File: src/rtl/multi_clock_ctrl.sv
// Clock, NUM_ALARMS alarms and stopwatch behind a key-driven mode FSM; key effects land 3 clks after key_n falls.
// No backpressure: keys are one-shot presses and tick_1hz is consumed in the cycle it arrives.
module multi_clock_ctrl #(
    parameter int NUM_ALARMS    = 4,
    parameter int HOURS_PER_DAY = 24,
    parameter int INIT_HOUR     = 5,
    parameter int INIT_MINUTE   = 3,
    parameter int INIT_SECOND   = 21,
    parameter int RING_SECONDS  = 60
) (
    input  logic                  clk,
    input  logic                  rstn,
    input  logic                  tick_1hz,
    input  logic [3:0]            key_n,
    input  logic                  clock_en,
    input  logic [NUM_ALARMS-1:0] alarm_en,
    output logic [2:0]            mode,
    output logic [1:0]            field_sel,
    output logic [2:0]            alarm_idx,
    output logic [23:0]           disp_time,
    output logic                  sw_running,
    output logic                  alarm_ring,
    output logic [NUM_ALARMS-1:0] alarm_src,
    output logic                  blink
);
    typedef enum logic [2:0] {
        MODE_CLOCK      = 3'd0,
        MODE_TIME_SET   = 3'd1,
        MODE_STOPWATCH  = 3'd2,
        MODE_ALARM_VIEW = 3'd3,
        MODE_ALARM_SET  = 3'd4
    } mode_t;

    localparam logic [7:0]  HOUR_LAST = 8'(HOURS_PER_DAY - 1);
    localparam logic [7:0]  MS_LAST   = 8'd59;
    localparam logic [7:0]  SWH_LAST  = 8'd99;
    localparam logic [2:0]  IDX_LAST  = 3'(NUM_ALARMS - 1);
    localparam logic [15:0] RING_LAST = 16'(RING_SECONDS - 1);

    function automatic logic [7:0] step(input logic [7:0] v, input logic [7:0] last, input logic up);
        if (up) return (v == last) ? 8'd0 : v + 8'd1;
        else    return (v == 8'd0) ? last : v - 8'd1;
    endfunction

    mode_t                 mode_q, mode_d;
    logic [3:0]            key_s1, key_s2, key_q, press;
    logic                  k0, k1, k2, k3, k1_eff, dismiss, edit;
    logic [7:0]            clk_h, clk_m, clk_s, sw_h, sw_m, sw_s;
    logic [7:0]            al_h [8];
    logic [7:0]            al_m [8];
    logic [7:0]            al_s [8];
    logic [23:0]           clk_next, sw_next;
    logic                  clk_adv;
    logic [NUM_ALARMS-1:0] fire, src_kept;
    logic [15:0]           ring_cnt;

    // A press is the first cycle the synchronised key reads low; priority drops lower keys.
    assign press   = key_q & ~key_s2;
    assign k0      = press[0];
    assign k1      = press[1] & ~press[0];
    assign k2      = press[2] & ~|press[1:0];
    assign k3      = press[3] & ~|press[2:0];
    assign dismiss = k1 & alarm_ring;
    assign k1_eff  = k1 & ~alarm_ring;
    assign edit    = k2 | k3;

    assign clk_adv  = tick_1hz & clock_en & (mode_q != MODE_TIME_SET);
    assign src_kept = alarm_src & alarm_en;

    always_comb begin
        clk_next = {clk_h, clk_m, step(clk_s, MS_LAST, 1'b1)};
        if (clk_s == MS_LAST) begin
            clk_next[15:8] = step(clk_m, MS_LAST, 1'b1);
            if (clk_m == MS_LAST) clk_next[23:16] = step(clk_h, HOUR_LAST, 1'b1);
        end
        sw_next = {sw_h, sw_m, step(sw_s, MS_LAST, 1'b1)};
        if (sw_s == MS_LAST) begin
            sw_next[15:8] = step(sw_m, MS_LAST, 1'b1);
            if (sw_m == MS_LAST) sw_next[23:16] = step(sw_h, SWH_LAST, 1'b1);
        end
        fire = '0;
        for (int i = 0; i < NUM_ALARMS; i++)
            fire[i] = clk_adv & alarm_en[i] & ({al_h[i], al_m[i], al_s[i]} == clk_next);
    end

    always_comb begin
        mode_d = mode_q;
        if (k0) begin
            case (mode_q)
                MODE_CLOCK:     mode_d = MODE_TIME_SET;
                MODE_TIME_SET:  mode_d = MODE_STOPWATCH;
                MODE_STOPWATCH: mode_d = MODE_ALARM_VIEW;
                default:        mode_d = MODE_CLOCK;
            endcase
        end else if (k1_eff) begin
            if (mode_q == MODE_ALARM_VIEW)
                mode_d = MODE_ALARM_SET;
            else if (mode_q == MODE_ALARM_SET && field_sel == 2'd2)
                mode_d = MODE_ALARM_VIEW;
        end
    end

    always_ff @(posedge clk or negedge rstn) begin
        if (!rstn) mode_q <= MODE_CLOCK;
        else       mode_q <= mode_d;
    end

    always_ff @(posedge clk or negedge rstn) begin
        if (!rstn) begin
            key_s1     <= 4'hF;
            key_s2     <= 4'hF;
            key_q      <= 4'hF;
            field_sel  <= 2'd0;
            alarm_idx  <= 3'd0;
            clk_h      <= 8'(INIT_HOUR);
            clk_m      <= 8'(INIT_MINUTE);
            clk_s      <= 8'(INIT_SECOND);
            sw_h       <= 8'd0;
            sw_m       <= 8'd0;
            sw_s       <= 8'd0;
            sw_running <= 1'b0;
            alarm_ring <= 1'b0;
            alarm_src  <= '0;
            ring_cnt   <= 16'd0;
            blink      <= 1'b0;
            for (int i = 0; i < 8; i++) begin
                al_h[i] <= 8'd0;
                al_m[i] <= 8'd0;
                al_s[i] <= 8'd0;
            end
        end else begin
            key_s1 <= key_n;
            key_s2 <= key_s1;
            key_q  <= key_s2;
            if (tick_1hz) blink <= ~blink;

            if (mode_d != mode_q && (mode_d == MODE_TIME_SET || mode_d == MODE_ALARM_SET))
                field_sel <= 2'd0;
            else if (k1_eff && (mode_q == MODE_TIME_SET || (mode_q == MODE_ALARM_SET && field_sel != 2'd2)))
                field_sel <= (field_sel == 2'd2) ? 2'd0 : field_sel + 2'd1;

            if (mode_q == MODE_TIME_SET && edit) begin
                case (field_sel)
                    2'd0:    clk_h <= step(clk_h, HOUR_LAST, k2);
                    2'd1:    clk_m <= step(clk_m, MS_LAST, k2);
                    default: clk_s <= step(clk_s, MS_LAST, k2);
                endcase
            end else if (clk_adv) begin
                {clk_h, clk_m, clk_s} <= clk_next;
            end

            if (mode_q == MODE_STOPWATCH && k2)
                sw_running <= ~sw_running;
            if (mode_q == MODE_STOPWATCH && k3 && !sw_running)
                {sw_h, sw_m, sw_s} <= 24'd0;
            else if (sw_running && tick_1hz)
                {sw_h, sw_m, sw_s} <= sw_next;

            if (mode_q == MODE_ALARM_VIEW && k2)
                alarm_idx <= (alarm_idx == IDX_LAST) ? 3'd0 : alarm_idx + 3'd1;
            else if (mode_q == MODE_ALARM_VIEW && k3)
                alarm_idx <= (alarm_idx == 3'd0) ? IDX_LAST : alarm_idx - 3'd1;

            if (mode_q == MODE_ALARM_SET && edit) begin
                case (field_sel)
                    2'd0:    al_h[alarm_idx] <= step(al_h[alarm_idx], HOUR_LAST, k2);
                    2'd1:    al_m[alarm_idx] <= step(al_m[alarm_idx], MS_LAST, k2);
                    default: al_s[alarm_idx] <= step(al_s[alarm_idx], MS_LAST, k2);
                endcase
            end

            // A fresh fire restarts the ring window; disabled channels drop out every cycle.
            if (dismiss) begin
                alarm_src  <= '0;
                alarm_ring <= 1'b0;
            end else if (|fire) begin
                alarm_src  <= src_kept | fire;
                alarm_ring <= 1'b1;
                ring_cnt   <= 16'd0;
            end else if (alarm_ring && tick_1hz && ring_cnt == RING_LAST) begin
                alarm_src  <= '0;
                alarm_ring <= 1'b0;
            end else begin
                alarm_src <= src_kept;
                if (src_kept == '0)
                    alarm_ring <= 1'b0;
                else if (alarm_ring && tick_1hz)
                    ring_cnt <= ring_cnt + 16'd1;
            end
        end
    end

    always_comb begin
        case (mode_q)
            MODE_STOPWATCH:                  disp_time = {sw_h, sw_m, sw_s};
            MODE_ALARM_VIEW, MODE_ALARM_SET: disp_time = {al_h[alarm_idx], al_m[alarm_idx], al_s[alarm_idx]};
            default:                         disp_time = {clk_h, clk_m, clk_s};
        endcase
    end

    assign mode = mode_q;
endmodule

File: config.mk
export PLATFORM = sky130hd
export DESIGN_NAME = multi_clock_ctrl
export DESIGN_NICKNAME = d
export VERILOG_FILES = /design/src/rtl/multi_clock_ctrl.sv
export SDC_FILE = /design/constraint.sdc
export NUM_CORES = 1
export LEC_CHECK = 0
export ABC_AREA = 1
export BUFFER_PORTS_ARGS = -buffer_cell sky130_fd_sc_hd__buf_2
export CAP_MARGIN = 20
export CORE_MARGIN = 5
export CORE_UTILIZATION = 54
export CTS_CLUSTER_DIAMETER = 100
export DETAILED_ROUTE_END_ITERATION = 10
export PLACE_DENSITY = 0.73
export SYNTH_ARGS = -nofsm -noshare
export SYNTH_HDL_FRONTEND = slang
export SYNTH_SLANG_ARGS = --single-unit
export TNS_END_PERCENT = 10
File: constraint.sdc
create_clock -name clk -period 2.5 [get_ports clk]
set_input_delay 0.125 -clock clk [delete_from_list [all_inputs] [get_ports clk]]
set_output_delay 0.125 -clock clk [all_outputs]
set_load 0.02 [all_outputs]
==> summary.md <==
| Metric | Value |
|---|---|
| Max-slew violation total from the final report | `0` |
| Sequential area share after synthesis | `between 40% and 50%` |
| Crit. End Element | `output port` |
| Post-synth top area cell | `dfrtp_1` |
| Gr usage total | `around two fifths` |
| WP buf/inv | `4` |
| Top cells by area, synth | `dfrtp_1, nand2_1, inv_1, nand3_1, o21ai_0` |
| Tcrit/Tclk final | `125.8%` |
| Vias per cell | `slightly below 6` |
| Area growth, synth to finish | `42.70%` |
| Reg2reg path depth | `15` |
| DRC viols | `0` |
| Yosys cell types | `between 50 and 60` |
| Input/output buffers | `50` |
| Final WL | `between 70000 and 80000 microns` |
| Width of the die | `191.0 microns` |
| Final cell count without fillers | `3578` |
| Setup ws final | `-0.6444 ns` |
| Cell Area, Synth | `between 0.015 and 0.02 sq mm` |
| FMAX | `318.0 MHz` |
| Final ANT Viol Nets | `0` |
| Slew Limit Headroom | `55.83%` |
| Reg clk slew, reported paths | `~0.07 ns` |
| Crit path depth | `10` |
| TritonCTS clock tree | `built` |
| Top post-synthesis cells by count | `nand2_1, inv_1, dfrtp_1` |
| Global-route wire length before repair | `about 110000 microns` |
| WHS | `roughly 0.094 ns` |
| Tmin final | `approximately 3.1 ns` |
| Status | `finished with violations` |
| Largest net degree at the start of global routing | `66` |
| GP Congestion | `1.031` |
| PD cells | `1073 mW/mm^2` |
| Final core occ | `between 70 and 80%` |
| CTS H-tree lvls | `1` |
| CTS buffer count | `31` |
| EDFF count, synth | `0` |
| Root Buffer | `clkbuf_16` |
| Ant diodes | `0` |
| Maximum clock path buffer count | `3` |
| Crit-path max FO | `6` |
| CP Launch Type | `flop` |
| Crit path cell chain | `clkinv_4 -> nand3_4 -> clkinvlp_4 -> a22o_1 -> a21oi_2 -> nand4_1 -> buf_6 -> nand2_1 -> o221ai_1 -> buf_2` |
| Setup CP Type | `flop to output port` |
| Final hold violation count | `0` |
| Top FF cell, synth | `dfrtp_1` |
| Syn. warnings | `0` |
| Core area | `0.03245 sq mm` |
| Leakage | `12.56 nW` |
| DRT Pass-1 Iters | `6` |
| #FFs+latches synth | `around 280` |
| Crit path to | `disp_time[7]` |
| Maxcap violations | `0` |
| Die area | `~0.036 sq mm` |
| RR Startpoint | `alarm_idx[1]$_DFFE_PN0P_` |
| Vias in the first global route | `19832` |
| Failing checks | `setup timing` |
| R2R setup slack | `-0.53 ns` |
| Hold WC Path Type | `input pin to asynchronous set/reset pin` |
| Count leader, synth | `nand2_1` |
| Slowest cell on the critical path | `dfrtp_2` |
| Async set or reset register ratio after synthesis | `100.0%` |
| Syn Area/Cell | `~6.9 sq um` |
| Top delay family on crit path | `buffers and inverters` |
| DP Wirelength | `52250 microns` |
| Share of the synthesized area in the top cell type | `37.33%` |
| Critical R2R Capture | `al_s[20]$_DFFE_PN0P_` |
| Starting Density | `around 55%` |
| Arrival time worst endpoint | `3.02 ns` |
| Iteration-0 DRC count of the detailed router | `approximately 2400` |
| Count of final setup violators | `between 200 and 250` |
| Io pins | `51` |
| Unrepaired setup endpoints after global routing | `true` |
| Worst EP required | `roughly 2.4 ns` |
| Clock Skew | `roughly 0.016 ns` |
| Gate Count Post-Synth | `2563` |
| VDD IR max | `about 1200 uV` |
| Total gr overflow | `0` |
| Mean routed wirelength per cell | `roughly 20 microns` |
| Syn nets | `between 2000 and 3000` |
| FP Rows | `66` |
| Initial antenna violation count | `1` |
| Nets | `approximately 3100` |
| Clock sinks | `283` |
| Critical Path Max Stage Delay | `roughly 0.50 ns` |
| Die Ht | `about 190 microns` |
| Setup crit start | `alarm_idx[1]$_DFFE_PN0P_` |
| Placed Cells | `3446` |
| Clk Latency, worst-skew pair | `between 0.6 and 0.7 ns` |
| Layout cells sized above 1 | `a little under a third` |
| Via count | `between 20000 and 25000` |
| Worst Tran Pin Value | `approximately 0.66 ns` |
-- layout make-up --
type | instances | area [sq um]
clock buffers | 41 | 873.3
repair buffers | 577 | 4838
fillers | 2311 | 7196
well taps | 442 | 553.0
flip-flops and latches | 283 | 7109
clock inverters | 17 | 264.0
inverters | 283 | 1114
multi-input cells | 1935 | 10510
-- per-stage QoR --
step                      power, W  TNS (ns)  area, sq um  worst slack, ns
after global routing       0.02835   -119.99        25260          -0.6760
after floorplan            0.01216    -3.074        17920         -0.08152
after detailed placement   0.01939    -99.07        22060          -0.7736
after global placement     0.01926    -94.94        22060          -0.7537
final                      0.02709    -89.39        25260          -0.6444
after CTS                  0.02589    -73.68        24700          -0.4273
-- how the worst min path moves through the flow --
| stage | end | cells past startpoint | from | slack (ns) |
|---|---|---|---|---|
| 6_report | sw_m[5]$_DFFE_PN0P_ | 2 | rstn | 0.09 |
| 5_1_grt | sw_m[5]$_DFFE_PN0P_ | 2 | rstn | 0.15 |
| 4_1_cts | sw_m[5]$_DFFE_PN0P_ | 2 | rstn | 0.10 |
| 3_5_place_dp | sw_m[4]$_DFFE_PN0P_ | 1 | rstn | 0.13 |
| 3_3_place_gp | sw_m[5]$_DFFE_PN0P_ | 1 | rstn | 0.13 |
| 2_1_floorplan | al_h[0]$_DFFE_PN0P_ | 0 | rstn | -0.17 |
-- worst register-to-register path, stage by stage, from the launching register on --
cell	delay (ns)
dfrtp_2	0.50
clkinv_4	0.17
nand3_4	0.13
clkinvlp_4	0.21
a22o_1	0.29
a21oi_2	0.18
nand4_1	0.29
nor2_4	0.25
nand4_1	0.23
inv_2	0.13
buf_4	0.11
o21ai_0	0.07
nand2_1	0.12
buf_12	0.14
nand2_1	0.07
nand2_1	0.08
-- state kept, by name (all words and copies together), names as in the netlist, 8 cells and up --
signal and cells:
al_h 64, al_m 64, al_s 64, clk_h 8
clk_m 8, clk_s 8, ring_cnt 16, sw_h 8
sw_m 8, sw_s 8
-- cell families (layout without fill, tap and decap cells) --
family | Yosys count | count (layout) | synth area share [%]
AOI/OAI and AO/OA | 368 | 368 | 12.19
xor gates and xnor gates | 51 | 51 | 2.524
adders and majority gates | 26 | 26 | 1.838
buffers and inverters | 347 | 918 | 7.932
DFF | 283 | 283 | 40.15
and+or+nand+nor | 1488 | 1490 | 35.37
-- metal layers --
layer  routed length [microns]  share of wire [%]  track usage [%]  up-vias
li1                          -                  -                -     9479
met2                     31740                 44            59.79     1309
met4                      2975                4.1            13.87        2
met1                     29030                 40            54.16     9778
met3                      7952                 11            7.031      210
met5                        13              0.018                0        -
-- report_power, final --
group / total [W] / internal, W / switching [W]
Combinational: 0.0165 / 0.00687 / 0.00959
Clock: 0.00512 / 0.00308 / 0.00204
Sequential: 0.00552 / 0.00506 / 0.000464
Total: 0.0271 / 0.0150 / 0.0121
-- repair_timing --
| item | in CTS | in global routing |
|---|---|---|
| pin swaps | 70 | 36 |
| buffers inserted | 49 | 15 |
| gates resized for setup | 274 | 142 |
| endpoints found under the setup margin | 245 | 272 |
| gates cloned | 4 | 0 |
| hold buffers | 10 | 0 |
| hold endpoints to repair | 154 | 0 |
-- layout by cell type (no fill, tap or decap), types with 53 or more instances in the layout --
| cell | Yosys | final |
|---|---|---|
| nand4_1 | 55 | 55 |
| o22ai_1 | 55 | 53 |
| nand2_1 | 920 | 834 |
| nor2_1 | 232 | 195 |
| dfrtp_1 | 264 | 261 |
| inv_1 | 265 | 240 |
| buf_4 | 9 | 455 |
| o21ai_0 | 183 | 133 |
| nand2_2 | 18 | 74 |
| nand3_1 | 186 | 159 |
No activity file was read; power rests on OpenSTA's default activity.
